[src/rtl/mac_job_scheduler.sv]
// mac_job_scheduler: round-robin arbiter that runs one requester's dot-product job at a time on a shared MAC.
module mac_job_scheduler #(
  parameter int NUM_REQ    = 4,
  parameter int DATA_WIDTH = 16,
  parameter int ACC_WIDTH  = 32,
  parameter int LEN_WIDTH  = 8,
  parameter int RESULT_LAT = 2,
  localparam int IW = $clog2(NUM_REQ)
) (
  input  logic                          clk,
  input  logic                          reset,
  input  logic [NUM_REQ-1:0]            req_valid,
  input  logic [NUM_REQ*LEN_WIDTH-1:0]  req_len,
  output logic [NUM_REQ-1:0]            req_ready,
  input  logic [NUM_REQ-1:0]            op_valid,
  input  logic [NUM_REQ*DATA_WIDTH-1:0] op_a,
  input  logic [NUM_REQ*DATA_WIDTH-1:0] op_b,
  output logic [NUM_REQ-1:0]            op_ready,
  output logic                          mac_valid,
  output logic                          mac_clear,
  output logic [DATA_WIDTH-1:0]         mac_multiplier,
  output logic [DATA_WIDTH-1:0]         mac_multiplicand,
  input  logic [ACC_WIDTH-1:0]          mac_result,
  output logic                          done_valid,
  output logic [IW-1:0]                 done_id,
  output logic [ACC_WIDTH-1:0]          done_result,
  input  logic                          done_ready,
  output logic                          busy
);
  typedef enum logic [2:0] {S_IDLE, S_CLEAR, S_STREAM, S_FLUSH, S_WAIT, S_DONE} state_t;
  state_t                r_state, w_next;
  logic [IW-1:0]         r_ptr, r_gnt, r_done_id, w_gnt, w_idx;
  logic                  w_found, w_beat, w_last, w_wait_end;
  logic [LEN_WIDTH-1:0]  r_len, r_beat_cnt, w_cnt_nx;
  logic [7:0]            r_wait;
  logic                  r_mac_valid, r_mac_clear;
  logic [DATA_WIDTH-1:0] r_mac_a, r_mac_b;
  logic [ACC_WIDTH-1:0]  r_done_result;

  always_comb begin
    w_gnt = '0;
    w_idx = '0;
    w_found = 1'b0;
    for (int i = 0; i < NUM_REQ; i++) begin
      w_idx = IW'((int'(r_ptr) + i) % NUM_REQ);
      if (!w_found && req_valid[w_idx]) begin
        w_gnt = w_idx;
        w_found = 1'b1;
      end
    end
  end

  assign w_cnt_nx   = r_beat_cnt + LEN_WIDTH'(1);
  assign w_beat     = (r_state == S_STREAM) && op_valid[r_gnt];
  assign w_last     = w_beat && (w_cnt_nx == r_len);
  assign w_wait_end = (r_state == S_WAIT) && (r_wait == 8'(RESULT_LAT));

  always_comb begin
    w_next = r_state;
    case (r_state)
      S_IDLE:   if (w_found) w_next = S_CLEAR;
      S_CLEAR:  w_next = (r_len == '0) ? S_FLUSH : S_STREAM;
      S_STREAM: if (w_last) w_next = S_FLUSH;
      S_FLUSH:  w_next = S_WAIT;
      S_WAIT:   if (w_wait_end) w_next = S_DONE;
      S_DONE:   if (done_ready) w_next = S_IDLE;
      default:  w_next = S_IDLE;
    endcase
  end

  always_ff @(posedge clk) begin
    if (reset) begin
      r_state       <= S_IDLE;
      r_ptr         <= '0;
      r_gnt         <= '0;
      r_len         <= '0;
      r_beat_cnt    <= '0;
      r_wait        <= '0;
      r_mac_valid   <= 1'b0;
      r_mac_clear   <= 1'b0;
      r_mac_a       <= '0;
      r_mac_b       <= '0;
      r_done_id     <= '0;
      r_done_result <= '0;
    end else begin
      r_state     <= w_next;
      r_mac_valid <= (r_state == S_CLEAR) || (r_state == S_FLUSH) || w_beat;
      r_mac_clear <= r_state == S_CLEAR;
      r_mac_a     <= w_beat ? op_a[r_gnt*DATA_WIDTH +: DATA_WIDTH] : '0;
      r_mac_b     <= w_beat ? op_b[r_gnt*DATA_WIDTH +: DATA_WIDTH] : '0;
      r_beat_cnt  <= (r_state == S_CLEAR) ? '0 : w_beat ? w_cnt_nx : r_beat_cnt;
      r_wait      <= (r_state == S_WAIT) ? r_wait + 8'd1 : 8'd0;
      if (r_state == S_IDLE && w_found) begin
        r_gnt <= w_gnt;
        r_len <= req_len[w_gnt*LEN_WIDTH +: LEN_WIDTH];
        r_ptr <= (w_gnt == IW'(NUM_REQ - 1)) ? '0 : w_gnt + IW'(1);
      end
      if (w_wait_end) begin
        r_done_result <= mac_result;
        r_done_id     <= r_gnt;
      end
    end
  end

  assign req_ready        = (r_state == S_IDLE && w_found && !reset) ? NUM_REQ'(1) << w_gnt : '0;
  assign op_ready         = (r_state == S_STREAM) ? NUM_REQ'(1) << r_gnt : '0;
  assign busy             = r_state != S_IDLE;
  assign done_valid       = r_state == S_DONE;
  assign done_id          = r_done_id;
  assign done_result      = r_done_result;
  assign mac_valid        = r_mac_valid;
  assign mac_clear        = r_mac_clear;
  assign mac_multiplier   = r_mac_a;
  assign mac_multiplicand = r_mac_b;
endmodule

[config.mk]
export PLATFORM = sky130hd
export DESIGN_NAME = mac_job_scheduler
export DESIGN_NICKNAME = d
export VERILOG_FILES = /design/src/rtl/mac_job_scheduler.sv
export SDC_FILE = /design/constraint.sdc
export NUM_CORES = 1
export LEC_CHECK = 0
export BUFFER_PORTS_ARGS = -buffer_cell sky130_fd_sc_hd__clkbuf_2
export CAP_MARGIN = 40
export CORE_ASPECT_RATIO = 0.7
export CORE_UTILIZATION = 30
export DETAILED_ROUTE_END_ITERATION = 8
export GPL_TIMING_DRIVEN = 0
export SYNTH_ARGS = -nofsm -noshare
export SYNTH_HDL_FRONTEND = slang
export SYNTH_SLANG_ARGS = --single-unit
export TNS_END_PERCENT = 50
[constraint.sdc]
create_clock -name clk -period 2.3 [get_ports clk]
set_input_delay 0.46 -clock clk [delete_from_list [all_inputs] [get_ports clk]]
set_output_delay 0.46 -clock clk [all_outputs]
set_load 0.01 [all_outputs]
==> flow_summary.toml <==
[yosys]
yosys_warnings = 0
synth.top_cells.by_count = "99 x dfxtp_1, 81 x nand2_1, 39 x a21oi_1"
syn-mean-instance-area_um2 = 9.68
netlist-cell-type-count = 41
syn_inst = 500
ys_seq_elements = 99
synth_async_sr_flop_share_pct = 0
synth_top_cell_by_area = "dfxtp_1"
yosys.area.top_type_share_pct = 41.0
mappedNetlistNets = 710
syn-cell-area_um2 = 4840
number_of_flops_mapped_to_enable_cells_by_yosys = 0
most_used_standard_cell_by_instance_count_after_synthesis = "dfxtp_1"
postSynth.topFlopCell = "dfxtp_1"
seq_area_frac_synth_pct = 41.0
synth_top_cells_by_area = "dfxtp_1 41%, mux4_2 16%, nand2_1 6.3%"

[sta]
fin_crit_ns = 2.35
timing.max_slew.rel_slack_pct = 57.0
fin_crit_sh_pct = 102
finalMaxSlewViolations = 0
final_critical_path_setup_slack_ns = -0.0479
grt_setup_unrepaired = "yes"
setup_viol = 4
tightestPinTransition_ns = 0.638
clock-skew-final_ns = 0.00930
achievable-frequency_ghz = 0.426
finalHoldViolCount = 0

[setup_path]
setup.worst_path.end_class = "output pin"
worstPathMaxFanout = 19
worstSetupStartpointType = "register"
critPathRequiredTime_ns = 1.84
crit_arrival_ns = 1.89
critical_path_cell_by_cell = "inv_1, a221o_1, nand2_1, inv_6, ha_4, and2_4, buf_6"
critical-path-top-delay-family = "flip-flops"
critical_path_buf_inv_count = 3
timing_worst_setup_path_type = "register to output pin"
critical_path_slowest_stage_cell = "dfxtp_1"
crit_path_max_incr_delay_ns = 0.39

[clock_tree]
maximum_clock_path_buffer_count = 2
tritoncts = "built"
cts_hold_buffers = 0
cts_h_tree_depth = 3
tritoncts.num_buffers = 9
cts.reportedPaths.clkPinSlew_ns = 0.08
clock_insertion_delay_worst_skew_ns = 0.36
cts_sinks = 99
ctsRootBufferMaster = "clkbuf_16"

[global_route]
grt_pass1_vias = 4293
grt_max_degree = 22
grt_overflow = 0
total_routing_usage_gr_pct = 18.1
grt_antenna_before_repair = 0
grt_pass1_wl_mm = 22.8

[route]
route.detailed.vias_per_inst = 4.66
drtIter0Drc = 244
routedWlPerCell_um = 15.4
drt_drc_violations_left = 0
dr.pass1.iters = 4
vias = 4673
routed_wl_mm = 15.5
drt.antenna.violating_nets = 0

[run_status]
violations = "negative setup slack"
outcome = "finished, violations left"

[pwr]
fin_total_pwr_mw = 6.00
p_leak_nw = 3.02
p_per_area_nw_per_um2 = 864
peakVddDrop_v = 0.000612

[floorplanning]
die_h_um = 108
num_io_pins = 281
die_width_um = 154
fp.dieArea_um2 = 16700
placementRows = 38
coreArea_um2 = 15600
initial_utilization_pct = 30.9

[min_path]
timing.hold.worst.class = "input pin to register"

[layout]
number_of_antenna_cells_inserted = 0
layout.filler_cells = 1539
syn2layout_area_growth_pct = 43.5
design.final.nets = 1007
layout-drive-gt1-share_pct = 46.4

[placement]
post-dp-hpwl_mm = 12.4
finalWeightedCongestion = 0.782
port_buffers = 280
placement.setup.worst_slack_ns = -0.384

[flow_run]
timing.max_cap.violations = 0
[cell usage in the layout, fill, tap and decap left out, types with 2 or more instances in the layout]
master     netlist  routed
clkbuf_2         0     276
dfxtp_1         99      97
nand2_1         81      81
a21oi_1         39      39
nor2b_1         36      36
mux4_2          34      34
nor2_1          29      28
clkbuf_1        19      17
a21boi_0        16      16
a211oi_1        16      16
xnor2_1         14      14
buf_4            1      12
xor2_1          12      12
buf_2           14      11
nand3_1         10      10
clkbuf_16        0       9
nand3b_1         8       8
o31ai_1          8       8
nor3_1           7       7
mux2i_1          5       5
inv_1            5       5
buf_6            2       5
or3_1            5       4
ha_1             7       4
nor4_1           3       3
and2_4           0       3
nand2b_1         3       3
and3_1           3       3
nand4_1          3       3
clkinv_8         0       3
or3_4            1       2
inv_6            0       2
and4_1           2       2
ha_2             0       2
inv_8            0       2
[what timing repair did]
action,CTS,global route
pin swaps,3,6
resized for setup,21,15
setup endpoints to repair,8,10
setup buffers,6,5
[worst register-to-register path: cells and delay by family (launching register included)]
kind,cells,cell delay (ns)
AOI/OAI and AO/OA,1,0.07
adders and majority gates,1,0.14
buffers and inverters,3,0.55
DFF,1,0.36
and+or+nand+nor,4,0.84
[report_power, final]
group	internal (mW)	total (mW)	leakage [nW]	switching (mW)
logic	1.24	2.37	2.07	1.13
registers	1.90	2.06	0.802	0.157
clock network	0.784	1.57	0.152	0.788
[worst paths after layout]
path / from / endpoint / slack, ns / cells past startpoint
max: r_ptr[0] / req_ready[3] / -0.05 / 7
min: mac_result[18] / done_result[18] / 0.31 / 3
max reg2reg: r_wait[0] / done_result[7] / 0.20 / 9
min reg2reg: done_result[4] / done_result[4] / 0.46 / 2
[kinds of logic (layout without fill, tap and decap cells)]
group	Yosys count	in the layout	synth area share (%)
AND/OR/NAND/NOR	199	199	20.2
flip-flops	99	99	41.0
AO/OA/AOI/OAI	86	86	11.3
adder cells (fa/ha/maj)	7	7	1.81
buffers and inverters	44	346	4.16
XOR/XNOR	26	26	4.71
multiplexers	39	39	16.9
[layer usage]
layer / wire length [um] / global-route usage (%)
met5: 0 / 0
met4: 159 / 4.29
met3: 1070 / 6.09
met2: 7170 / 29.5
met1: 7060 / 23.0
[stage by stage]
stage	instances	cell area [um2]	setup TNS (ns)	util [%]	hold WS [ns]
6_report	1002	6950	-0.185	44.4	0.313
5_1_grt	1002	6950	-0.575	44.4	0.305
4_1_cts	1001	6910	-0.582	44.2	0.299
3_5_place_dp	980	6490	-1.21	41.5	0.446
3_3_place_gp	980	6490	-1.21	41.5	0.442
2_1_floorplan	500	4840	0	-	0.449
[cell type report]
| cell class | instances | area (um2) | area share (%) |
|---|---|---|---|
| Multi-Input combinational cell | 357 | 2700 | 38.9 |
| Clock buffer | 9 | 225 | 3.24 |
| Sequential cell | 99 | 1990 | 28.6 |
| Tap cell | 200 | 250 | 3.60 |
| Buffer | 32 | 151 | 2.18 |
| Inverter | 7 | 33.8 | 0.486 |
| Timing Repair Buffer | 291 | 1510 | 21.7 |
| Clock inverter | 7 | 88.8 | 1.28 |
[sequential cells by signal, indices dropped and copies added, names as in the netlist]
| signal | cells |
|---|---|
| done_result | 32 |
| mac_multiplicand | 16 |
| mac_multiplier | 16 |
| r_beat_cnt | 8 |
| r_len | 8 |
| r_wait | 8 |
| r_state | 3 |
| done_id | 2 |
| r_gnt | 2 |
| r_ptr | 2 |
| mac_clear | 1 |
| mac_valid | 1 |
Power figures use the tool's default switching activity.
